<file path="src/rtl/uart_rx.sv">
// uart_rx: oversampling UART receiver with a valid/ready holding register.
// Start bit verified at mid-bit, data/parity/stop sampled at bit centres.
// Optional parity checking is enabled by defining UART_RX_PARITY_EN.
module uart_rx #(
    parameter int DATA_BITS  = 8,
    parameter int OVERSAMPLE = 16,
    parameter int PARITY_ODD = 0
) (
    input  logic                 clk,
    input  logic                 reset,
    input  logic                 sample_tick,
    input  logic                 rx,
    output logic [DATA_BITS-1:0] rx_data,
    output logic                 rx_valid,
    input  logic                 rx_ready,
    output logic                 busy,
    output logic                 frame_err,
    output logic                 overrun_err,
    output logic                 parity_err
);

    localparam int TW = $clog2(OVERSAMPLE);
    localparam int BW = $clog2(DATA_BITS);
    localparam logic [TW-1:0] TickHalf = TW'(OVERSAMPLE / 2 - 1);
    localparam logic [TW-1:0] TickLast = TW'(OVERSAMPLE - 1);
    localparam logic [BW-1:0] BitLast  = BW'(DATA_BITS - 1);

`ifdef UART_RX_PARITY_EN
    typedef enum logic [2:0] {StIdle, StStart, StData, StParity, StStop} state_e;
`else
    typedef enum logic [2:0] {StIdle, StStart, StData, StStop} state_e;
`endif

    state_e               state;
    logic                 rx_meta;
    logic                 rx_s;
    logic [TW-1:0]        tick_cnt;
    logic [BW-1:0]        bit_cnt;
    logic                 armed;
    logic [DATA_BITS-1:0] shreg;
`ifdef UART_RX_PARITY_EN
    logic                 par_bit;
`endif

    // Two-flop synchronizer; idle-high reset value so reset never looks like a start bit.
    always_ff @(posedge clk) begin
        if (!reset) begin
            rx_meta <= 1'b1;
            rx_s    <= 1'b1;
        end else begin
            rx_meta <= rx;
            rx_s    <= rx_meta;
        end
    end

    assign busy = (state != StIdle);

    // Frame FSM, holding register and error pulses.
    always_ff @(posedge clk) begin
        if (!reset) begin
            state       <= StIdle;
            tick_cnt    <= '0;
            bit_cnt     <= '0;
            armed       <= 1'b0;
            shreg       <= '0;
            rx_data     <= '0;
            rx_valid    <= 1'b0;
            frame_err   <= 1'b0;
            overrun_err <= 1'b0;
`ifdef UART_RX_PARITY_EN
            par_bit     <= 1'b0;
            parity_err  <= 1'b0;
`endif
        end else begin
            frame_err   <= 1'b0;
            overrun_err <= 1'b0;
`ifdef UART_RX_PARITY_EN
            parity_err  <= 1'b0;
`endif
            // Host read; a completion in the same cycle overrides below.
            if (rx_valid && rx_ready) begin
                rx_valid <= 1'b0;
            end
            if (sample_tick) begin
                unique case (state)
                    StIdle: begin
                        if (armed && !rx_s) begin
                            state    <= StStart;
                            tick_cnt <= '0;
                            armed    <= 1'b0;
                        end else if (rx_s) begin
                            armed <= 1'b1;
                        end
                    end
                    StStart: begin
                        if (tick_cnt == TickHalf) begin
                            tick_cnt <= '0;
                            if (!rx_s) begin
                                state   <= StData;
                                bit_cnt <= '0;
                            end else begin
                                state <= StIdle;
                            end
                        end else begin
                            tick_cnt <= tick_cnt + 1'b1;
                        end
                    end
                    StData: begin
                        if (tick_cnt == TickLast) begin
                            shreg    <= {rx_s, shreg[DATA_BITS-1:1]};
                            tick_cnt <= '0;
                            if (bit_cnt == BitLast) begin
`ifdef UART_RX_PARITY_EN
                                state <= StParity;
`else
                                state <= StStop;
`endif
                            end else begin
                                bit_cnt <= bit_cnt + 1'b1;
                            end
                        end else begin
                            tick_cnt <= tick_cnt + 1'b1;
                        end
                    end
`ifdef UART_RX_PARITY_EN
                    StParity: begin
                        if (tick_cnt == TickLast) begin
                            par_bit  <= rx_s;
                            tick_cnt <= '0;
                            state    <= StStop;
                        end else begin
                            tick_cnt <= tick_cnt + 1'b1;
                        end
                    end
`endif
                    StStop: begin
                        if (tick_cnt == TickLast) begin
                            state    <= StIdle;
                            tick_cnt <= '0;
                            if (!rx_s) begin
                                // Bad stop bit: word dropped, holding register untouched.
                                frame_err <= 1'b1;
                                rx_valid  <= rx_valid;
                            end else begin
                                // High stop bit doubles as the idle tick that re-arms.
                                armed <= 1'b1;
                                if (!rx_valid || rx_ready) begin
                                    rx_data  <= shreg;
                                    rx_valid <= 1'b1;
                                end else begin
                                    overrun_err <= 1'b1;
                                end
`ifdef UART_RX_PARITY_EN
                                parity_err <= par_bit ^ (^shreg) ^ (PARITY_ODD != 0);
`endif
                            end
                        end else begin
                            tick_cnt <= tick_cnt + 1'b1;
                        end
                    end
                    default: state <= StIdle;
                endcase
            end
        end
    end

`ifndef UART_RX_PARITY_EN
    logic unused_parity_odd;
    assign unused_parity_odd = (PARITY_ODD != 0);
    assign parity_err = 1'b0;
`endif

endmodule

</file>
<file path="config.mk">
export PLATFORM = sky130hd
export DESIGN_NAME = uart_rx
export DESIGN_NICKNAME = d
export VERILOG_FILES = /design/src/rtl/uart_rx.sv
export SDC_FILE = /design/constraint.sdc
export NUM_CORES = 1
export LEC_CHECK = 0
export ABC_AREA = 1
export CORE_AREA = 8 8 61 63
export CTS_CLUSTER_SIZE = 10
export DETAILED_ROUTE_END_ITERATION = 7
export DIE_AREA = 0 0 69 71
export PLACE_DENSITY_LB_ADDON = 0.12
export SYNTH_ARGS = -nofsm -noshare
export SYNTH_HDL_FRONTEND = slang
export SYNTH_SLANG_ARGS = --single-unit
</file>
<file path="constraint.sdc">
create_clock -name clk -period 1.6 [get_ports clk]
set_input_delay 0.32 -clock clk [delete_from_list [all_inputs] [get_ports clk]]
set_output_delay 0.32 -clock clk [all_outputs]
set_load 0.1 [all_outputs]
</file>
==> metrics.txt <==
commonest cells after routing, fill and taps aside=nand2_1 (38), nor2_1 (28), dfxtp_1 (27); Layout area overhead=33.7%; Cell Rows=20; initial antenna violation count=0; die height=around 71 um; Syn Area/Cell=~7.6 um^2; critical path required time=~1300 ps; GRT Total Usage=12.9%; RSZ-0062 raised after global routing=false; Peak Freq=about 0.66 GHz; CTS clk-pin slew, worst paths=approximately 100 ps; grt ovf=0; H-tree Lvls=2; Reg-to-Reg End=bit_cnt[1]$_SDFFE_PN0P_; Inserted Clock Buffers=5; synthesized area=between 1000 and 1500 um^2; total power=approximately 0.0017 W; Buf+Inv Stages, Crit Path=2; CP Cell Sequence=nor2_4 > inv_1 > buf_12; leak pwr=0.765 nW; Post-Route Setup TNS=0 ps; commonest non-fill, non-tap cell in the layout=nand2_1; Final Skew=between 10 and 15 ps; vias in the first global route=between 1000 and 1500; die area=4900 um^2; Setup-failing EPs final=0; register area share after synthesis=between 40% and 50%; DR DRC count=0; Ports=18; Clock Tree Buf Depth=2; largest net degree at the start of global routing=12; Post-Synthesis Cells=about 180; CP Capture Point=busy; min Tclk post-route=1510 ps; Fin Hold WS=421 ps; critical path class=flip-flop to output port; worst min-delay path category=flip-flop to flip-flop; Wirelength per Cell=around 13 um; Worst-Skew Late Latency=~330 ps; #FFs+latches synth=31; hold_sp=rx_meta$_SDFF_PN1_; starting density of the core=47.3%; Inst Count DP=~230; max-cap check violation count=0; via density per instance=approximately 5.2; CTS hold repair buffers=0; layout cells sized above 1=about 22%; Syn Nets=about 190; via count=~1200; R2R setup slack=about 100 ps; CP max FO=7; Setup crit end kind=output port; placed wire-length estimate=about 2300 um; instance count on the critical path=3; Die Wd=approximately 69 um; PortBufs=16; Worst IR Drop VDD=674 uV; Crit Reg-Reg Startpoint=tick_cnt[1]$_SDFFE_PN0P_; 1st-iter DRT viols=74; CP Data Arrival Time=between 1000 and 1500 ps; CP delay by family, top=flip-flops; Pre-antenna DRT Iters=4; CTS tree=done; Worst Setup SP=state[1]$_SDFFE_PN0P_; min setup slack post-route=88.0 ps; crit share post-route=between 90% and 100%; Final nets=213; clk root buf=clkbuf_4; synth unique cells=28; post-route ant nets=0; Cell Pwr Density=around 960 nW/um^2; r2r worst-path depth=8; synth warn=0; routability congestion estimate=around 0.77; Critical-path top delay cell=dfxtp_2; core footprint=around 2900 um^2; CP peak stage delay=~440 ps; # diodes=0; CTS Sinks=31; Final Hold Fails=0; outcome=finished clean; global-route wire length before repair=between 5000 and 6000 um; Post-Layout Cell Count=roughly 240; Max Slew Vio Count=0; WL final=between 3000 and 4000 um; pre-CTS worst setup slack=-74.7 ps; Startpoint Class=flip-flop
how the worst min path moves through the flow:
| stage | end | slack [ps] | cells past startpoint |
|---|---|---|---|
| floorplan | rx_s$_SDFF_PN1_ | 390 | 1 |
| global placement | rx_s$_SDFF_PN1_ | 400 | 1 |
| detailed placement | rx_s$_SDFF_PN1_ | 400 | 1 |
| CTS | rx_s$_SDFF_PN1_ | 430 | 1 |
| global route | rx_s$_SDFF_PN1_ | 450 | 1 |
| finish | rx_s$_SDFF_PN1_ | 420 | 1 |
final cells by class:
cell class                      count  area [um^2]
Clock buffer                        8         68.8
Fill cell                         259         1050
Inverter                           12         45.0
Multi-Input combinational cell    130          664
Sequential cell                    31          626
Tap cell                           33         41.3
Timing Repair Buffer               25          360
routing by layer:
metal  track usage, %  part of all wire, %  up-vias
li1                 -                    -      643
met1             12.4                   41      577
met5                0                    0        -
met4             5.47                  1.1        0
met2             22.7                   53       22
met3             6.43                  5.6        4
cells by family (layout without fill, tap and decap cells):
kind of cell	Yosys count	in the layout	share of synthesized area, %
AO/OA/AOI/OAI	29	29	11.6
other	1	1	0.278
flip-flops	31	31	46.0
AND/OR/NAND/NOR	97	97	33.8
buffers and inverters	17	45	5.56
adder cells (fa/ha/maj)	3	3	2.78
power by group:
group	internal (W)	switching [W]
sequential	0.000801	0.0000342
clock	0.000258	0.000263
combinational	0.000122	0.000247
total	0.00118	0.000545
flip-flops by register name (all words and copies together), names as in the netlist:
register,count
armed,1
bit_cnt,3
frame_err,1
overrun_err,1
rx_data,8
rx_meta,1
rx_s,1
rx_valid,1
shreg,8
state,2
tick_cnt,4
cells in the mapped netlist:
cell,number,share of area [%]
nor3b_1,1,0.56
a21o_1,1,0.56
nor2_1,29,8.1
nor2_2,1,0.46
inv_1,10,2.8
or2_2,3,1.4
clkbuf_1,2,0.56
buf_4,1,0.56
o21ai_2,1,0.65
conb_1,1,0.28
a21oi_1,15,5.6
nand3_4,1,1.3
nand4_1,3,1.4
o21bai_1,1,0.56
nor3_4,2,2.4
nand2_2,1,0.46
ha_1,3,2.8
inv_2,2,0.56
nor3_1,1,0.37
nor2_4,1,0.83
o21ai_0,10,3.7
buf_6,1,0.83
dfxtp_1,31,46
nand2_1,38,11
buf_1,1,0.28
nand3_1,15,5.6
o211ai_1,1,0.56
nor4_1,1,0.46
per-stage QoR:
step / cell area [um^2] / utilization [%]
3_5_place_dp: 1700 / 59.4
3_3_place_gp: 1700 / 59.4
6_report: 1810 / 63.3
2_1_floorplan: 1350 / -
4_1_cts: 1770 / 61.9
5_1_grt: 1810 / 63.3
timing repair:
item | 4_1_cts | 5_1_grt
setup endpoints to repair | 1 | 11
buffers inserted | 0 | 2
hold endpoints to repair | 0 | 0
resized for setup | 1 | 5
pin swaps | 0 | 1
Note: power is estimated with default switching activity, not from simulation.
